**config.mk**
```make
export PLATFORM = sky130hd
export DESIGN_NAME = string_gen_flat
export DESIGN_NICKNAME = d
export VERILOG_FILES = /design/src/rtl/string_gen_if.sv /design/src/rtl/string_gen.sv /design/src/flat_wrapper.sv
export SDC_FILE = /design/constraint.sdc
export NUM_CORES = 1
export LEC_CHECK = 0
export CAP_MARGIN = 5
export CORE_MARGIN = 2
export CORE_UTILIZATION = 35
export CTS_CLUSTER_SIZE = 16
export DETAILED_ROUTE_END_ITERATION = 10
export PLACE_DENSITY = 0.62
export SYNTH_ARGS = -nofsm -noshare
export SYNTH_HDL_FRONTEND = slang
export SYNTH_SLANG_ARGS = --single-unit
```
**constraint.sdc**
```tcl
create_clock -name clk -period 3.1 [get_ports clk]
set_input_delay 0.62 -clock clk [delete_from_list [all_inputs] [get_ports clk]]
set_output_delay 0.62 -clock clk [all_outputs]
set_load 0.03 [all_outputs]
```
**src/rtl/string_gen_if.sv**
```systemverilog
// string_gen bus: start controls in, serial frame and golden count out.
// master drives the start request; slave is the transmitter.
interface string_gen_if;
   logic        en;
   logic        mode;
   logic [15:0] sw;
   logic        bit_out;
   logic        bit_valid;
   logic        busy;
   logic        done;
   logic [4:0]  expected_count;

   modport master (
      output en, mode, sw,
      input  bit_out, bit_valid, busy, done, expected_count
   );

   modport slave (
      input  en, mode, sw,
      output bit_out, bit_valid, busy, done, expected_count
   );
endinterface

```
**src/rtl/string_gen.sv**
```systemverilog
// Serial pattern transmitter: sends a 16-bit word LSB-first and
// counts overlapping PATTERN matches as a golden reference.
module string_gen #(
   parameter int unsigned        PAT_LEN   = 4,
   parameter logic [PAT_LEN-1:0] PATTERN   = 4'b1001,
   parameter logic [15:0]        LFSR_SEED = 16'hACE1
) (
   input logic         clk,
   input logic         clr,
   string_gen_if.slave bus
);

   typedef enum logic [1:0] {IDLE, SHIFT, DONE} state_t;

   state_t             state_q, state_d;
   logic [15:0]        shreg_q, shreg_d;
   logic [3:0]         idx_q, idx_d;
   logic [PAT_LEN-1:0] win_q, win_d;
   logic [4:0]         cnt_q, cnt_d;
   logic [15:0]        lfsr_q, lfsr_d;
   logic               bit_q, bit_d;
   logic               valid_q, valid_d;
   logic               busy_q, busy_d;
   logic               done_q, done_d;

   logic [15:0]        lfsr_nx;
   logic [15:0]        word;
   logic [PAT_LEN-1:0] win_nx;

   assign lfsr_nx = {lfsr_q[14:0],
                     lfsr_q[15] ^ lfsr_q[13] ^ lfsr_q[12] ^ lfsr_q[10]};
   assign win_nx  = {win_q[PAT_LEN-2:0], bit_q};

   always_comb begin
      state_d = state_q;
      shreg_d = shreg_q;
      idx_d   = idx_q;
      win_d   = win_q;
      cnt_d   = cnt_q;
      lfsr_d  = lfsr_q;
      bit_d   = bit_q;
      valid_d = valid_q;
      busy_d  = busy_q;
      done_d  = 1'b0;
      word    = bus.mode ? lfsr_q : bus.sw;
      unique case (state_q)
         IDLE: begin
            if (bus.en) begin
               // bit 0 goes straight to the output register
               shreg_d = {1'b0, word[15:1]};
               bit_d   = word[0];
               valid_d = 1'b1;
               busy_d  = 1'b1;
               idx_d   = 4'd0;
               win_d   = '0;
               cnt_d   = 5'd0;
               if (bus.mode)
                  lfsr_d = lfsr_nx;
               state_d = SHIFT;
            end
         end
         SHIFT: begin
            win_d = win_nx;
            if (win_nx == PATTERN && idx_q >= 4'(PAT_LEN - 1))
               cnt_d = cnt_q + 5'd1;
            if (idx_q == 4'd15) begin
               bit_d   = 1'b0;
               valid_d = 1'b0;
               done_d  = 1'b1;
               state_d = DONE;
            end else begin
               bit_d   = shreg_q[0];
               shreg_d = {1'b0, shreg_q[15:1]};
               idx_d   = idx_q + 4'd1;
            end
         end
         DONE: begin
            busy_d  = 1'b0;
            state_d = IDLE;
         end
         default: state_d = IDLE;
      endcase
   end

   always_ff @(posedge clk) begin
      if (clr) begin
         state_q <= IDLE;
         shreg_q <= '0;
         idx_q   <= '0;
         win_q   <= '0;
         cnt_q   <= '0;
         lfsr_q  <= LFSR_SEED;
         bit_q   <= 1'b0;
         valid_q <= 1'b0;
         busy_q  <= 1'b0;
         done_q  <= 1'b0;
      end else begin
         state_q <= state_d;
         shreg_q <= shreg_d;
         idx_q   <= idx_d;
         win_q   <= win_d;
         cnt_q   <= cnt_d;
         lfsr_q  <= lfsr_d;
         bit_q   <= bit_d;
         valid_q <= valid_d;
         busy_q  <= busy_d;
         done_q  <= done_d;
      end
   end

   assign bus.bit_out        = bit_q;
   assign bus.bit_valid      = valid_q;
   assign bus.busy           = busy_q;
   assign bus.done           = done_q;
   assign bus.expected_count = cnt_q;

endmodule

```
**src/flat_wrapper.sv**
```systemverilog
// flat-port wrapper written by rule: the top's interface ports become plain ports
module string_gen_flat 
#(
   parameter int unsigned        PAT_LEN   = 4,
   parameter logic [PAT_LEN-1:0] PATTERN   = 4'b1001,
   parameter logic [15:0]        LFSR_SEED = 16'hACE1
)
  (clk, clr, bus_en, bus_mode, bus_sw, bus_bit_out, bus_bit_valid, bus_busy, bus_done, bus_expected_count);
  string_gen_if bus_i ();
  input logic clk;
  input logic clr;
  input wire logic [$bits(bus_i.en)-1:0] bus_en;
  input wire logic [$bits(bus_i.mode)-1:0] bus_mode;
  input wire logic [$bits(bus_i.sw)-1:0] bus_sw;
  output wire logic [$bits(bus_i.bit_out)-1:0] bus_bit_out;
  output wire logic [$bits(bus_i.bit_valid)-1:0] bus_bit_valid;
  output wire logic [$bits(bus_i.busy)-1:0] bus_busy;
  output wire logic [$bits(bus_i.done)-1:0] bus_done;
  output wire logic [$bits(bus_i.expected_count)-1:0] bus_expected_count;
  assign bus_i.en = bus_en;
  assign bus_i.mode = bus_mode;
  assign bus_i.sw = bus_sw;
  assign bus_bit_out = bus_i.bit_out;
  assign bus_bit_valid = bus_i.bit_valid;
  assign bus_busy = bus_i.busy;
  assign bus_done = bus_i.done;
  assign bus_expected_count = bus_i.expected_count;
  string_gen #(.PAT_LEN(PAT_LEN), .PATTERN(PATTERN), .LFSR_SEED(LFSR_SEED)) u_core (.clk(clk), .clr(clr), .bus(bus_i));
endmodule
```
# == Yosys cells after proc, flatten, opt, wreduce, memory -nomap -nowiden ==
# Cells that the tools add are included.
# word_totals
ff_bits,50
word_cells,59
# op_classes
add_sub_neg,2
n_lt_le_gt_ge,1
n_eq_ne,8
n_mux,22
n_bitwise,4
n_reduce_logical,12
# op_table
op,n
2-to-1 mux 16 bit,3
case mux 16 bit (2 select lines),1
AND reduction 3 bit,4
2-to-1 mux 5 bit,2
case mux 5 bit (2 select lines),1
"== test 4 bit, second input constant",2
2-to-1 mux 4 bit,2
case mux 4 bit (2 select lines),1
case mux 1 bit (2 select lines),3
case mux 3 bit (2 select lines),1
AND reduction 2 bit,3
"adder 5 x 1 -> 5 bit, second input constant",1
2-to-1 mux 1 bit,5
"adder 4 x 1 -> 4 bit, second input constant",1
"greater-or-equal comparator 4 x 2 -> 1 bit, second input constant",1
2-to-1 mux 2 bit,2
"!= test 2 x 1 -> 1 bit, second input constant",2
"!= test 2 bit, second input constant",2
case mux 2 bit (2 select lines),1
nonzero test 2 bit,2
XOR 1 bit,3
"== test 2 x 1 -> 1 bit, second input constant",1
"== test 2 bit, second input constant",1
logical NOT 2 bit,1
other kinds (3),3

# == Depth between registers and ports, before layout ==
# Gate-level depths: netlist of run 1.
# depth
ltp_word,4
ltp_mapped,6

# == Worst setup path before layout of run 1 ==
# OpenSTA, ideal clock, no wires.
# synth_path
kind,input to register
from,input bus_en
to,register u_core.shreg_q[10]
arrival_time_ns,1.558
t_required_ns,3.012
slack_ns,1.453
cell_stages,5
path_cell_list,o21bai_2 > or3_1 > buf_2 > buf_6 > o32ai_2
# synth_via
elab_chain_cells,2
# synth_rtl
item,line_no,rtl
start: declaration,flat_wrapper.sv:12,input wire logic [$bits(bus_i.en)-1:0] bus_en;
!= test 2 bit (no line),n/a,
AND reduction 3 bit (no line),n/a,
end signal: assignment,string_gen.sv:99,shreg_q <= shreg_d;
end: declaration,string_gen.sv:16,"logic [15:0] shreg_q, shreg_d;"
# No other way between the ends.
# A chain may end at the register's enable or synchronous reset.

# == Worst setup path in the final report of run 1 ==
# layout_path
from,input bus_en
to,register u_core.shreg_q[1]
# Same word-level chain as after synthesis.

==> results of run 1 <==
## metal layers
layer	up-vias	track usage	part of all wire	routed length, µm
li1	984	-	-	-
met1	946	0.230	0.50	2640
met2	43	0.221	0.45	2360
met3	8	0.0292	0.030	157
met4	0	0.0447	0.015	78
met5	-	0	0	0
## sequential cells by signal, indices dropped and copies added, names as in the netlist
name,flops
u_core.bus.bit_out,1
u_core.bus.bit_valid,1
u_core.bus.busy,1
u_core.bus.done,1
u_core.bus.expected_count,5
u_core.idx_q,4
u_core.lfsr_q,16
u_core.shreg_q,15
u_core.state_q,2
u_core.win_q,3
## worst paths after layout
path / cells after the start / endpoint / startpoint
min reg2reg: 2 / u_core.lfsr_q[2] / u_core.lfsr_q[1]
min: 2 / u_core.lfsr_q[2] / u_core.lfsr_q[1]
max: 4 / u_core.shreg_q[1] / bus_en
max reg2reg: 4 / u_core.shreg_q[1] / u_core.idx_q[0]
## cell usage after synthesis, types with 5 or more instances
cell / instances
buf_2: 8
a211oi_1: 17
nor3_1: 5
nor2_1: 17
clkbuf_1: 11
nand3_1: 17
nor2b_1: 16
dfxtp_1: 49
nand3b_1: 5
o21ai_0: 5
nand2_1: 45
o32ai_1: 5
o32ai_2: 9
mux2i_1: 6
a21oi_1: 16
## through the flow
step | util | instances | hold WS, ns | total power, mW
finish | 0.432 | 363 | 0.475 | 1.35
global route | 0.432 | 363 | 0.496 | 1.42
CTS | 0.432 | 363 | 0.478 | 1.37
detailed placement | 0.414 | 355 | 0.466 | 0.900
global placement | 0.414 | 355 | 0.454 | 0.896
floorplan | - | 265 | 0.442 | 0.836
## power breakdown
group | switching (mW) | leakage (nW) | internal (mW)
Combinational | 0.105 | 0.515 | 0.0900
Clock | 0.205 | 0.0585 | 0.263
Sequential | 0.0270 | 0.401 | 0.664
Total | 0.337 | 0.975 | 1.02
## logic make-up (layout without fill, tap and decap cells)
kind of cell | Yosys count | in the layout | share of synthesized area
adder cells (fa/ha/maj) | 2 | 2 | 0.0109
multiplexers | 7 | 7 | 0.0310
flip-flops | 49 | 49 | 0.426
AND/OR/NAND/NOR | 118 | 118 | 0.253
buffers and inverters | 25 | 46 | 0.0516
XOR/XNOR | 3 | 3 | 0.0114
AO/OA/AOI/OAI | 61 | 61 | 0.216
## cell usage in the layout (no fill, tap or decap), types with 9 or more instances in the layout
cell type / synthesis / routed
dfxtp_1: 49 / 49
nand2_1: 45 / 45
clkdlybuf4s50_1: 0 / 28
nand3_1: 17 / 17
nor2_1: 17 / 17
a211oi_1: 17 / 17
nor2b_1: 16 / 16
a21oi_1: 16 / 16
o32ai_2: 9 / 9
## critical path, delay by kind of cell
family | cells | cell delay, ns
and+or+nand+nor | 1 | 0.68
AOI/OAI and AO/OA | 2 | 0.51
buffers and inverters | 1 | 0.61
## cell type report
class / instances / area, µm²
clock inverter: 1 / 30.0
inverter: 4 / 15.0
clock buffer: 7 / 86.3
tap: 77 / 96.3
multi-input combinational: 191 / 1210
timing repair buffer: 34 / 325
sequential: 49 / 981
fill: 637 / 3610
==> run summary, run 1 <==
Kind of critical path: in2reg
IO Pins: 29
Post-Syn Nets: 287
Final setup fails: 0
CP max stage delay: 0.68 ns
Cell Chain, Critical Path: clkdlybuf4s50_1, o21bai_2, or3_1, o32ai_1
PD cells: 493 nW/µm²
Final min period: 2.22 ns
Routed via count: 1981
Peak VDD IR: 301 µV
Top_reg_cell synth: dfxtp_1
Total of max-cap violations: 0
Cell taking the most area after synthesis: dfxtp_1
Worst slew pin tran: 0.697 ns
Tot GR Track Use: 0.153
GR Overflow Total: 0
Layout area overhead: 19.1%
CTS root buf: clkbuf_8
Cells after synthesis: 265
WL final: 5230 µm
Initial antenna violation count: 0
Worst Setup Start Kind: input pin
Die Footprint: 7250 µm²
Port Buf Inserts: 28
Mapped Avg Cell Area: 8.69 µm²
Syn. warnings: 0
P_leak: 0.975 nW
Vias in the first global route: 1824
Via density: 5.46
Data arrival, critical path: 2.42 ns
Placed Area: 2630 µm²
Diodes inserted: 0
FF+latch count, synth: 49
Crit. End Element: register
Final Cycle Share: 0.716
Clock slew at reported path FFs: 0.09 ns
Top cell type's share of synthesized area: 0.426
Cts repair resizes: 0
Core Area: 6350 µm²
Final instance area: 2740 µm²
FP Rows: 29
Post-place setup slack: 0.558 ns
Post-route setup slack: 0.881 ns
Postcts setup bufs: 0
Share of cells above drive strength 1: 0.105
Unrepaired setup endpoints after global routing: no
Clock Skews: 0.00533 ns
Status: complete, no violations
CP max stage cell: or3_1
Clock Path Buffers: 2
Final Wtd Congestion: 0.725
Drt pass-1 iters: 4
Die Width: 85.1 µm
First-pass GRT wire length: 8930 µm
CTS Hold Buffers Added: 0
Register area share after synthesis: 0.426
Final Hold Fails: 0
Slew headroom: 0.536
CTS Buf Count: 5
Hold WC Path Type: reg2reg
CTS tree: built
Synth cell types: 38
CP max FO: 15
Asr flop ratio synth: 0
Later-pin clock latency in the skew report: 0.29 ns
Slew Limit Fails: 0
EDFF count, synth: 0
Fmax: 0.451 GHz
Initial DRC count: 95
Synth area leaders: dfxtp_1 43%, nand2_1 7.3%, o32ai_2 6.4%
Remaining DRCs: 0
Pin count of the biggest net entering global routing: 30
Fin nets: 307
R2r setup slk: 1.21 ns
HPWL Detailed: 3610 µm
Sum Neg Setup Slack: 0 ns
H-tree depth: 2
Clock sink count: 49
Post-Syn Area: 2300 µm²
Initial Utilization: 0.363
Routed WL per cell: 14.4 µm
DIE HEIGHT: 85.1 µm
Req. time, crit path: 3.31 ns
Antenna-violating nets left: 0
(Power assumes the default switching activity.)
==> inputs of run 2 (changes only) <==
==> constraint.sdc (replaced) <==
create_clock -name clk -period 2.3 [get_ports clk]
set_input_delay 0.46 -clock clk [delete_from_list [all_inputs] [get_ports clk]]
set_output_delay 0.46 -clock clk [all_outputs]
set_load 0.03 [all_outputs]
==> run summary, run 2 (synthesized netlist as in run 1, its figures left out) <==
Status: complete, no violations (unchanged)
Remaining DRCs: 0 (unchanged)
WL final: 5270 µm (was 5230 µm)
Hold WC Path Type: reg2reg (unchanged)
Port Buf Inserts: 28 (unchanged)
Vias in the first global route: 1842 (was 1824)
Routed WL per cell: 14.3 µm (was 14.4 µm)
CTS tree: built (unchanged)
Final setup fails: 0 (unchanged)
Share of cells above drive strength 1: 0.127 (was 0.105)
Data arrival, critical path: 1.42 ns (was 2.42 ns)
Final Hold Fails: 0 (unchanged)
Slew headroom: 0.541 (was 0.536)
Register with the most flip-flops: u_core.lfsr_q (unchanged)
CP max stage cell: clkdlybuf4s50_1 (was or3_1)
CP max FO: 5 (was 15)
P_leak: 0.995 nW (was 0.975 nW)
Antenna-violating nets left: 0 (unchanged)
Fmax: 0.533 GHz
Most common cell after layout, fill and taps aside: dfxtp_1 (unchanged)
Fillers: 631 (was 637)
H-tree depth: 2 (unchanged)
Diodes inserted: 0 (unchanged)
Die Footprint: 7250 µm² (unchanged)
CTS root buf: clkbuf_8 (unchanged)
Final Cycle Share: 0.815
Clock sink count: 49 (unchanged)
Clock Skews: 0.00978 ns (was 0.00533 ns)
PD cells: 625 nW/µm² (was 493 nW/µm²)
Buf+Inv Stages, Crit Path: 1 (unchanged)
Most frequent cells in the layout: 49 x dfxtp_1, 45 x nand2_1, 28 x clkdlybuf4s50_1 (unchanged)
Req. time, crit path: 1.84 ns (was 3.31 ns)
DIE HEIGHT: 85.1 µm (unchanged)
Initial antenna violation count: 0 (unchanged)
Cts repair resizes: 0 (unchanged)
Worst Setup Start Kind: register (was input pin)
Clock Path Buffers: 2 (unchanged)
Total of max-cap violations: 0 (unchanged)
Fin nets: 313 (was 307)
First-pass GRT wire length: 8940 µm (was 8930 µm)
Final core utilization: 0.438 (was 0.432)
Pin count of the biggest net entering global routing: 30 (unchanged)
Tot GR Track Use: 0.153 (about the same)
Final min period: 1.88 ns
Later-pin clock latency in the skew report: 0.31 ns (was 0.29 ns)
Max reg flops: 16 (unchanged)
IO Pins: 29 (unchanged)
Via density: 5.33 (was 5.46)
CTS Hold Buffers Added: 0 (unchanged)
CP max stage delay: 0.70 ns (was 0.68 ns)
Slew Limit Fails: 0 (unchanged)
Initial DRC count: 125 (was 95)
Worst slew pin tran: 0.689 ns (was 0.697 ns)
Final Wtd Congestion: 0.757 (was 0.725)
Postcts setup bufs: 0 (unchanged)
Routed via count: 1965 (was 1981)
GR Overflow Total: 0 (unchanged)
Drt pass-1 iters: 4 (unchanged)
HPWL Detailed: 3700 µm (was 3610 µm)
Die Width: 85.1 µm (unchanged)
FP Rows: 29 (unchanged)
Crit-path leading delay family: buffers and inverters (was simple AND/OR/NAND/NOR gates)
Unrepaired setup endpoints after global routing: no (unchanged)
Initial Utilization: 0.363 (unchanged)
Kind of critical path: reg2out (was in2reg)
Core Area: 6350 µm² (unchanged)
Cell Chain, Critical Path: clkdlybuf4s50_1 (was clkdlybuf4s50_1, o21bai_2, or3_1, o32ai_1)
Clock slew at reported path FFs: 0.10 ns (was 0.09 ns)
Peak VDD IR: 410 µV (was 301 µV)
Sum Neg Setup Slack: 0 ns (unchanged)
Crit. End Element: output pin (was register)
Layout area overhead: 20.6% (was 19.1%)
CTS Buf Count: 5 (unchanged)
[run 2: changes by cell type in the layout (fill, tap and decap cells not counted), sizes merged]
cell	delta
buf	+6
clkbuf	-2
inv	+2
bufinv	-1
clkinvlp	+1
[run 2: worst paths after layout]
| path | from | end | slack, ns | depth (start not counted) |
|---|---|---|---|---|
| worst max-delay path | u_core.bus.expected_count[0] | bus_expected_count[0] | 0.42 | 1 |
| worst min-delay path | u_core.lfsr_q[0] | u_core.lfsr_q[1] | 0.46 | 2 |
| worst max register to register | u_core.idx_q[0] | u_core.shreg_q[0] | 0.59 | 5 |
| worst min register to register | u_core.lfsr_q[0] | u_core.lfsr_q[1] | 0.46 | 2 |
[run 2: through the flow]
stage                     setup slack [ns]  hold slack, ns  instance area [µm²]  instances  power [mW]
after floorplan                      0.654           0.442                 2300        265        1.13
after global placement               0.255           0.457                 2690        361        1.22
after detailed placement             0.202           0.462                 2690        361        1.23
after CTS                            0.417           0.465                 2780        369        1.76
after global routing                 0.369           0.494                 2780        369        1.83
final                                0.425           0.460                 2780        369        1.74
[run 2: power breakdown]
group | switching (mW) | internal [mW]
logic | 0.143 | 0.132
registers | 0.0364 | 0.895
clock network | 0.310 | 0.222
[run 2: final cells by class]
| class | instances | area [µm²] | area share |
|---|---|---|---|
| sequential | 49 | 981 | 0.353 |
| tap | 77 | 96.3 | 0.0347 |
| clock inverter | 3 | 25.0 | 0.00900 |
| inverter | 4 | 15.0 | 0.00540 |
| clock buffer | 5 | 68.8 | 0.0248 |
| timing repair buffer | 40 | 383 | 0.138 |
| multi-input combinational | 191 | 1210 | 0.435 |
[run 2: worst min-delay path: cells and delay by family (launching register included)]
| kind | cells | cell delay, ns |
|---|---|---|
| compound gates | 1 | 0.05 |
| flops | 1 | 0.33 |
| simple gates | 1 | 0.05 |
[run 2: per-layer routing]
layer / GRT usage / vias to the layer above / wire, µm
met5: 0 / - / 0
met1: 0.224 / 929 / 2710
met2: 0.228 / 31 / 2340
li1: - / 998 / -
met3: 0.0302 / 7 / 142
met4: 0.0476 / 0 / 82
